--- config.mk ---
export PLATFORM = sky130hd
export DESIGN_NAME = multi_bit_fifo_n
export DESIGN_NICKNAME = d
export VERILOG_FILES = /design/src/rtl/multi_bit_fifo_n.sv
export SDC_FILE = /design/constraint.sdc
export NUM_CORES = 1
export LEC_CHECK = 0
export BUFFER_PORTS_ARGS = -buffer_cell sky130_fd_sc_hd__buf_2
export CAP_MARGIN = 10
export CORE_MARGIN = 1.5
export CORE_UTILIZATION = 40
export CTS_BUF_LIST = sky130_fd_sc_hd__clkbuf_4
export DETAILED_ROUTE_END_ITERATION = 10
export HOLD_SLACK_MARGIN = 0.05
export PLACE_DENSITY = 0.66
export SYNTH_ARGS = -nofsm -noshare
export SYNTH_HDL_FRONTEND = slang
export SYNTH_SLANG_ARGS = --single-unit
--- constraint.sdc ---
create_clock -name clk -period 4.7 [get_ports clk]
set_clock_uncertainty 0.15 [all_clocks]
set_input_delay 0.47 -clock clk [delete_from_list [all_inputs] [get_ports clk]]
set_output_delay 0.47 -clock clk [all_outputs]
set_load 0.02 [all_outputs]
--- src/rtl/multi_bit_fifo_n.sv ---
// Parametrised synchronous FIFO with drop/overwrite-on-full mode, occupancy count,
// watermark flags and one-cycle overflow/underflow pulses.
module multi_bit_fifo_n #(
    parameter int DATA_WIDTH = 8,
    parameter int DEPTH      = 4,
    parameter int AF_LEVEL   = DEPTH - 1,
    parameter int AE_LEVEL   = 1
) (
    input  logic                     clk,
    input  logic                     resetn,
    input  logic [DATA_WIDTH-1:0]    din,
    input  logic                     wr,
    input  logic                     rd,
    input  logic                     ovw_mode,
    output logic [DATA_WIDTH-1:0]    dout,
    output logic                     dout_valid,
    output logic [$clog2(DEPTH):0]   count,
    output logic                     full,
    output logic                     empty,
    output logic                     almost_full,
    output logic                     almost_empty,
    output logic                     overflow,
    output logic                     underflow
);

    localparam int AW = $clog2(DEPTH);
    localparam int CW = AW + 1;
    localparam logic [CW-1:0] DEPTH_C = CW'(DEPTH);
    localparam logic [CW-1:0] AF_C    = CW'(AF_LEVEL);
    localparam logic [CW-1:0] AE_C    = CW'(AE_LEVEL);

    logic [DATA_WIDTH-1:0] mem [DEPTH];
    logic [AW-1:0]         wr_ptr;
    logic [AW-1:0]         rd_ptr;

    logic          is_full;
    logic          is_empty;
    logic          rd_acc;
    logic          wr_acc;
    logic          ovw_evict;
    logic          rd_adv;
    logic          ovf_n;
    logic          unf_n;
    logic [CW-1:0] count_n;

    always_comb begin
        is_full   = (count == DEPTH_C);
        is_empty  = (count == '0);
        rd_acc    = rd && !is_empty;
        wr_acc    = wr && (!is_full || rd_acc || ovw_mode);
        // Overwrite on full: the write lands on the oldest slot, so the read pointer
        // moves past it while count stays at DEPTH.
        ovw_evict = wr_acc && !rd_acc && is_full;
        rd_adv    = rd_acc || ovw_evict;
        ovf_n     = wr && !rd_acc && is_full;
        unf_n     = rd && is_empty;
        count_n   = count;
        if (wr_acc && !rd_acc && !is_full) begin
            count_n = count + CW'(1);
        end else if (rd_acc && !wr_acc) begin
            count_n = count - CW'(1);
        end
    end

    always_ff @(posedge clk) begin
        if (wr_acc) begin
            mem[wr_ptr] <= din;
        end
    end

    always_ff @(posedge clk or negedge resetn) begin
        if (!resetn) begin
            wr_ptr       <= '0;
            rd_ptr       <= '0;
            count        <= '0;
            dout         <= '0;
            dout_valid   <= 1'b0;
            full         <= 1'b0;
            empty        <= 1'b1;
            almost_full  <= (AF_LEVEL == 0);
            almost_empty <= 1'b1;
            overflow     <= 1'b0;
            underflow    <= 1'b0;
        end else begin
            if (wr_acc) begin
                wr_ptr <= wr_ptr + AW'(1);
            end
            if (rd_adv) begin
                rd_ptr <= rd_ptr + AW'(1);
            end
            if (rd_acc) begin
                dout <= mem[rd_ptr];
            end
            dout_valid   <= rd_acc;
            count        <= count_n;
            full         <= (count_n == DEPTH_C);
            empty        <= (count_n == '0);
            almost_full  <= (count_n >= AF_C);
            almost_empty <= (count_n <= AE_C);
            overflow     <= ovf_n;
            underflow    <= unf_n;
        end
    end

endmodule
==> results of run 1 <==
[per-stage QoR]
step	total power [mW]	setup slack [ps]	instances
final	1.527	2286	241
after global routing	1.627	2103	241
after CTS	1.548	2318	241
after detailed placement	1.330	2343	232
after global placement	1.299	2517	232
after floorplan	1.163	2553	134
[what timing repair did]
item,4_1_cts,5_1_grt
buffers inserted,0,0
hold buffers,1,0
endpoints found under the hold margin,20,0
[worst max-delay path, delay by kind of cell (launching register included)]
kind	cells	cell delay, ps
buf+inv	2	290
compound gates	3	780
simple gates	1	290
fa+ha+maj	1	360
flops	1	460
[power breakdown]
group / leakage (nW) / internal [mW] / switching [mW]
registers: 0.554 / 0.651 / 0.0959
clock network: 0.0362 / 0.0635 / 0.152
logic: 0.425 / 0.253 / 0.311
total: 1.01 / 0.967 / 0.560
[logic make-up after synthesis]
group,count (synthesis)
DFF,54
and+or+nand+nor,22
AOI/OAI and AO/OA,17
muxes,17
buffers and inverters,13
adders and majority gates,7
xor gates and xnor gates,4
[state kept, by name (all words and copies together) (netlist names)]
| register | count |
|---|---|
| overflow | 1 |
| full | 1 |
| wr_ptr | 2 |
| rd_ptr | 2 |
| dout | 8 |
| empty | 1 |
| dout_valid | 1 |
| mem | 32 |
| almost_empty | 1 |
| underflow | 1 |
| almost_full | 1 |
| count | 3 |
[cell type report]
| type | instances | area [um2] |
|---|---|---|
| Fill cell | 502 | 2942 |
| Sequential cell | 54 | 1514 |
| Multi-Input combinational cell | 67 | 669.4 |
| Timing Repair Buffer | 31 | 160.2 |
| Tap cell | 72 | 90.09 |
| Clock buffer | 5 | 37.54 |
| Inverter | 9 | 33.78 |
| Clock inverter | 3 | 26.28 |
[path summary, 6_finish.rpt]
path | startpoint | to | slack (ps)
worst max-delay path | count[1] | empty | 2290
max in group asynchronous | resetn | empty | 3590
worst min register to register | dout[4] | dout[4] | 370
worst min-delay path | din[3] | mem[1][3] | 130
min in group asynchronous | resetn | dout[0] | 410
worst max register to register | count[1] | empty | 2290
[routing by layer]
metal | GRT usage (%) | vias up | wire (um)
met4 | 5.273 | 0 | 21
li1 | - | 573 | -
met1 | 18.53 | 604 | 1803
met2 | 21.04 | 24 | 1904
met5 | 0 | - | 0
met3 | 3.294 | 2 | 115
[Yosys cell counts, drive strengths merged, types with 4 or more instances]
cell type / count / share of area, %
and2: 5 / 1.4
buf: 4 / 1.1
dfrtp: 20 / 22
edfxtp: 32 / 43
ha: 7 / 3.9
inv: 9 / 1.5
mux2: 8 / 4.0
mux4: 8 / 8.0
nand2: 5 / 0.84
o21ai: 4 / 0.89
==> results.ini, run 1 <==
[worst_setup_path]
critPathMaxStageDelay_ps = 460
path_cells = inv_1, ha_1, and4bb_1, a2111oi_0, o31ai_1, inv_1, a311oi_1
cpMostUsedCell = inv_1
critPathArrivalTime_ps = 2540
cp-start-kind = flip-flop
cp_max_fo = 10
crit_slowest_cell = dfrtp_1
cp.required_ps = 4830
end_kind = flip-flop
path_class = reg -> reg
rr_worst_depth = 7

[grt]
grt.total_usage_pct = 13.62
grt_pass1_vias = 1206
antenna_found_initial = 0
grt_pass1_wl_um = 6161
overflow = 0
grt_start_max_net_pins = 23

[logic_synthesis]
synth_top_family_by_area = multiplexers
synth_cell_types = 36
synth.area.mux_share_pct = 12.50
synth-adder-area-share_pct = 3.906
synthSimpleGateAreaFrac_pct = 6.473
synth_warnings = 0
ys_ff_latch = 54
yosysSeqAreaShare_pct = 67.52
synth_compound_area_share_pct = 5.413
synth_edf_count = 32
synthXorXnorAreaFrac_pct = 1.563
synth_cells = 134
async_flop_share_pct = 40.74
netlist_area_mm2 = 0.002242
syn_avg_cell_area_um2 = 16.73
synth-main-ff-cell = edfxtp_1
syn-num-nets = 154

[placement]
hpwl_um = 2724
portBuffers = 30
place_area_mm2 = 0.002457
gp_congestion = 0.9059

[sta]
worst_slew_pin_slew_ps = 564.5
rsz0062_at_grt = false
finalHoldViolCount = 0
relSlewSlack_pct = 62.37
layout_min_cycle_time_ps = 2414
fin_setup_tns_ps = 0
min_period_over_period_pct = 51.36
setup_violations = 0
drv_slew = 0
hold_ws_ps = 134.6
fmaxAchievable_mhz = 414.3

[final_layout]
area_growth_pct = 12.89
antennaDiodeCount = 0
utilization_pct = 46.25
final_cell_mix = edfxtp_1 (32), buf_2 (30), dfrtp_1 (20)
drive_gt1_share_pct = 34.32
final_area_mm2 = 0.002531
fin_nets = 188
final_common_cell = edfxtp_1

[cts]
htree_levels = 2
numCtsBuffers = 5
clk_pin_slew_worst_paths_ps = 180
cts_tree = done
cts.sinks = 54
clock_path_buffers = 2
clkLatencyLatePin_ps = 380
ctsRootBufferMaster = clkbuf_4
cts_resized = 0

[drt]
ant_nets = 0
drt_iter0_drc = 143
route.detailed.wl_per_inst_um = 15.95
drc = 0
dr_total_vias = 1203
wirelength_um = 3845
viasPerCell = 4.992
drt-pass1-iter-count = 4

[die]
dieHeight_um = 77.87
core_mm2 = 0.005473
die_w_um = 77.87
num_io_pins = 31
rows = 27
start_util_pct = 40.97
die_area_mm2 = 0.006064

[power]
p_leak_nw = 1.015
ir_drop_v = 0.0002346
powerDensity_mw_per_mm2 = 603.1

[min_path]
worstHoldPathType = in -> reg
whs_path_depth = 1

[status]
status = finished clean

[run]
drv_cap = 0

No activity file was read; power rests on OpenSTA's default activity.
==> run 2: changes to the inputs <==
--- a/config.mk
+++ b/config.mk
@@ -5,6 +5,7 @@
 export SDC_FILE = /design/constraint.sdc
 export NUM_CORES = 1
 export LEC_CHECK = 0
+export ABC_AREA = 1
 export BUFFER_PORTS_ARGS = -buffer_cell sky130_fd_sc_hd__buf_2
 export CAP_MARGIN = 10
 export CORE_MARGIN = 1.5
@@ -12,7 +13,7 @@
 export CTS_BUF_LIST = sky130_fd_sc_hd__clkbuf_4
 export DETAILED_ROUTE_END_ITERATION = 10
 export HOLD_SLACK_MARGIN = 0.05
-export PLACE_DENSITY = 0.66
+export PLACE_DENSITY = 0.68
 export SYNTH_ARGS = -nofsm -noshare
 export SYNTH_HDL_FRONTEND = slang
 export SYNTH_SLANG_ARGS = --single-unit
==> constraint.sdc (replaced) <==
create_clock -name clk -period 1.98 [get_ports clk]
set_clock_uncertainty 0.15 [all_clocks]
set_input_delay 0.198 -clock clk [delete_from_list [all_inputs] [get_ports clk]]
set_output_delay 0.198 -clock clk [all_outputs]
set_load 0.02 [all_outputs]
==> run 2 against run 1 <==
Die area rose by 3.7%. Synthesized cell count rose by 51%. Sequential cell count did not move. First-iteration DRC count fell by 65%. Critical path depth did not move. Global-route usage rose by 2.1 points.
==> results.ini, run 2 <==
[status]
status = finished clean

[logic_synthesis]
ys_ff_latch = 54  ; unchanged
async_flop_share_pct = 40.74  ; unchanged
synth_cell_types = 28  ; -22%
synth_top_cell_area_share_pct = 41.27  ; -1.6 points
netlist_area_mm2 = 0.002328  ; +3.9%
syn_avg_cell_area_um2 = 11.47  ; -31%
synthTopCellsByArea = edfxtp_1 (41%), dfrtp_1 (21%), nor2_1 (7.7%), ha_1 (3.8%), o21ai_0 (3.7%)
synth.most_common_cell = nor2_1
syn-num-nets = 223  ; +45%
synthTopCellsByCount = nor2_1 (48), edfxtp_1 (32), dfrtp_1 (20)
synth-main-ff-cell = edfxtp_1
synth_edf_count = 32  ; unchanged
synth_cells = 203  ; +51%
synth_warnings = 0  ; unchanged
synth_top_cell_by_area = edfxtp_1
yosysSeqAreaShare_pct = 65.02  ; -2.5 points

[drt]
ant_nets = 0  ; unchanged
route.detailed.wl_per_inst_um = 13.51  ; -15%
wirelength_um = 4484  ; +17%
drc = 0  ; unchanged
drt-pass1-iter-count = 4  ; unchanged
dr_total_vias = 1583  ; +32%
drt_iter0_drc = 50  ; -65%
viasPerCell = 4.768  ; -4.5%

[grt]
antenna_found_initial = 0  ; unchanged
grt_pass1_vias = 1607  ; +33%
grt.total_usage_pct = 15.71  ; +2.1 points
grt_start_max_net_pins = 23  ; unchanged
overflow = 0  ; unchanged
grt_pass1_wl_um = 7465  ; +21%

[die]
start_util_pct = 41.77  ; +0.80 points
dieHeight_um = 79.30  ; +1.8%
die_w_um = 79.30  ; +1.8%
core_mm2 = 0.005574  ; +1.9%
rows = 27  ; unchanged
die_area_mm2 = 0.006288  ; +3.7%
num_io_pins = 31  ; unchanged

[min_path]
worstHoldPathType = in -> async

[sta]
worst_slew_pin_slew_ps = 530.4  ; -34.09 ps
relSlewSlack_pct = 64.60  ; +2.2 points
rsz0062_at_grt = false
layout_min_cycle_time_ps = 1876  ; -538.1 ps
min_period_over_period_pct = 94.74  ; +43 points
fin_setup_tns_ps = 0  ; unchanged
fmaxAchievable_mhz = 533.1  ; +29%
drv_slew = 0  ; unchanged
setup_violations = 0  ; unchanged
finalHoldViolCount = 0  ; unchanged

[power]
ir_drop_v = 0.0006679  ; +180%
switching_share_pct = 40.66  ; +4.0 points
power_frac_seq_pct = 42.6  ; -6.3 points
pwr-share-clk_pct = 12.5  ; -1.6 points
total_power_mw = 3.968  ; +160%
switching_power_mw = 1.613  ; +190%
p_int_mw = 2.355  ; +140%
p_leak_nw = 1.229  ; +21%
pwr-share-comb_pct = 44.9  ; +7.9 points
powerDensity_mw_per_mm2 = 1398  ; +130%

[worst_setup_path]
cp-start-kind = flip-flop
path_class = reg -> reg
crit_family = simple AND/OR/NAND/NOR gates
cp.depth = 7  ; unchanged
rr_worst_depth = 7  ; unchanged
end_kind = flip-flop
cp_max_fo = 10  ; unchanged
critPathArrivalTime_ps = 1750  ; -790 ps
crit_buf_inv = 1  ; -1
crit_slowest_cell = nor2_2
path_cells = inv_1, ha_4, nand2_2, nor2_4, nand2_4, nand2_8, nor2_2
critPathMaxStageDelay_ps = 430  ; -30 ps
cp.required_ps = 1860  ; -2970 ps

[final_layout]
top_register = mem
largest_reg_flops = 32  ; unchanged
area_growth_pct = 21.87
antennaDiodeCount = 0  ; unchanged
final_cell_mix = nor2_1 (44), edfxtp_1 (32), buf_2 (30)
fin_nets = 279  ; +48%
final_common_cell = nor2_1
drive_gt1_share_pct = 29.23  ; -5.1 points
reg_top3 = mem (32), dout (8), count (3)
final_area_mm2 = 0.002838  ; +12%

[cts]
ctsRootBufferMaster = clkbuf_4
htree_levels = 2  ; unchanged
numCtsBuffers = 5  ; unchanged
clkLatencyLatePin_ps = 380  ; about the same
clk_pin_slew_worst_paths_ps = 160  ; -20 ps
clock_path_buffers = 2  ; unchanged
cts_tree = done
cts.sinks = 54  ; unchanged

[placement]
hpwl_um = 3031  ; +11%
gp_congestion = 0.8091  ; -11%
portBuffers = 30  ; unchanged
place_area_mm2 = 0.002618  ; +6.5%

[run]
drv_cap = 0  ; unchanged

run 2: changes by cell type in the layout (fill, tap and decap cells not counted), moves of 5 or more:
cell	change
nand3_1	+7
nand2_1	+10
a31oi_1	+7
mux2_2	-8
dlygate4sd3_1	+11
and2_1	-5
nor2_1	+44
inv_1	+6
buf_4	+13
mux4_2	-8
o21ai_0	+13
run 2: routing by layer:
| layer | wire length [um] | vias to the layer above | share of wire [%] | track usage [%] |
|---|---|---|---|---|
| met5 | 0 | - | 0 | 0 |
| met4 | 57 | 0 | 1.3 | 4.737 |
| met3 | 182 | 7 | 4.1 | 3.563 |
| met2 | 2257 | 32 | 50 | 27.52 |
| met1 | 1986 | 763 | 44 | 19.25 |
| li1 | - | 781 | - | - |
run 2: power groups by stage:
stage          Combinational [mW]  Clock (mW)  Sequential (mW)
4_1_cts                      1.73       0.507             1.69
6_report                     1.78       0.495             1.69
5_1_grt                      2.01       0.556             1.72
3_3_place_gp                 1.65           0             1.71
2_1_floorplan               0.976           0             1.88
3_5_place_dp                 1.68           0             1.72
run 2: logic make-up after synthesis:
kind of cell / Yosys count / share of synthesized area, %
simple gates: 83 / 16.93
flops: 54 / 65.02
fa+ha+maj: 7 / 3.761
compound gates: 29 / 7.577
xor+xnor: 5 / 1.881
buf+inv: 25 / 4.835
run 2: timing repair:
item / CTS / global route
resized for setup: 6 / 3
cloned: 0 / 0
hold buffers: 11 / 1
hold endpoints to repair: 56 / 1
setup endpoints to repair: 35 / 4
buffers inserted: 0 / 2
run 2: layout make-up:
cell class                 instances  area [um2]
clock inverter                     3       21.27
fill                             532        2736
tap                               72       90.09
inverter                          19       71.32
sequential                        54        1514
clock buffer                       5       37.54
multi-input combinational        124       735.7
timing repair buffer              55       367.9
run 2: path summary, 6_finish.rpt:
check,from,end,slack (ps)
worst min register to register,mem[1][7],dout[7],410
worst min-delay path,resetn,underflow,150
worst max-delay path,count[1],mem[1][3],100
max in group asynchronous,resetn,almost_empty,1150
worst max register to register,count[1],mem[1][3],100
min in group clk,ovw_mode,wr_ptr[0],190
run 2: metrics by stage:
stage                     hold WS, ps  worst slack (ps)  instances  utilization, %
final                           148.4             104.2        332           50.91
after global routing            174.1             20.33        332           50.91
after CTS                       137.0             4.760        330           50.35
after detailed placement        62.95            -203.7        311           46.96
after global placement          57.90            -93.47        311           46.96
after floorplan                -247.6            -149.6        203               -
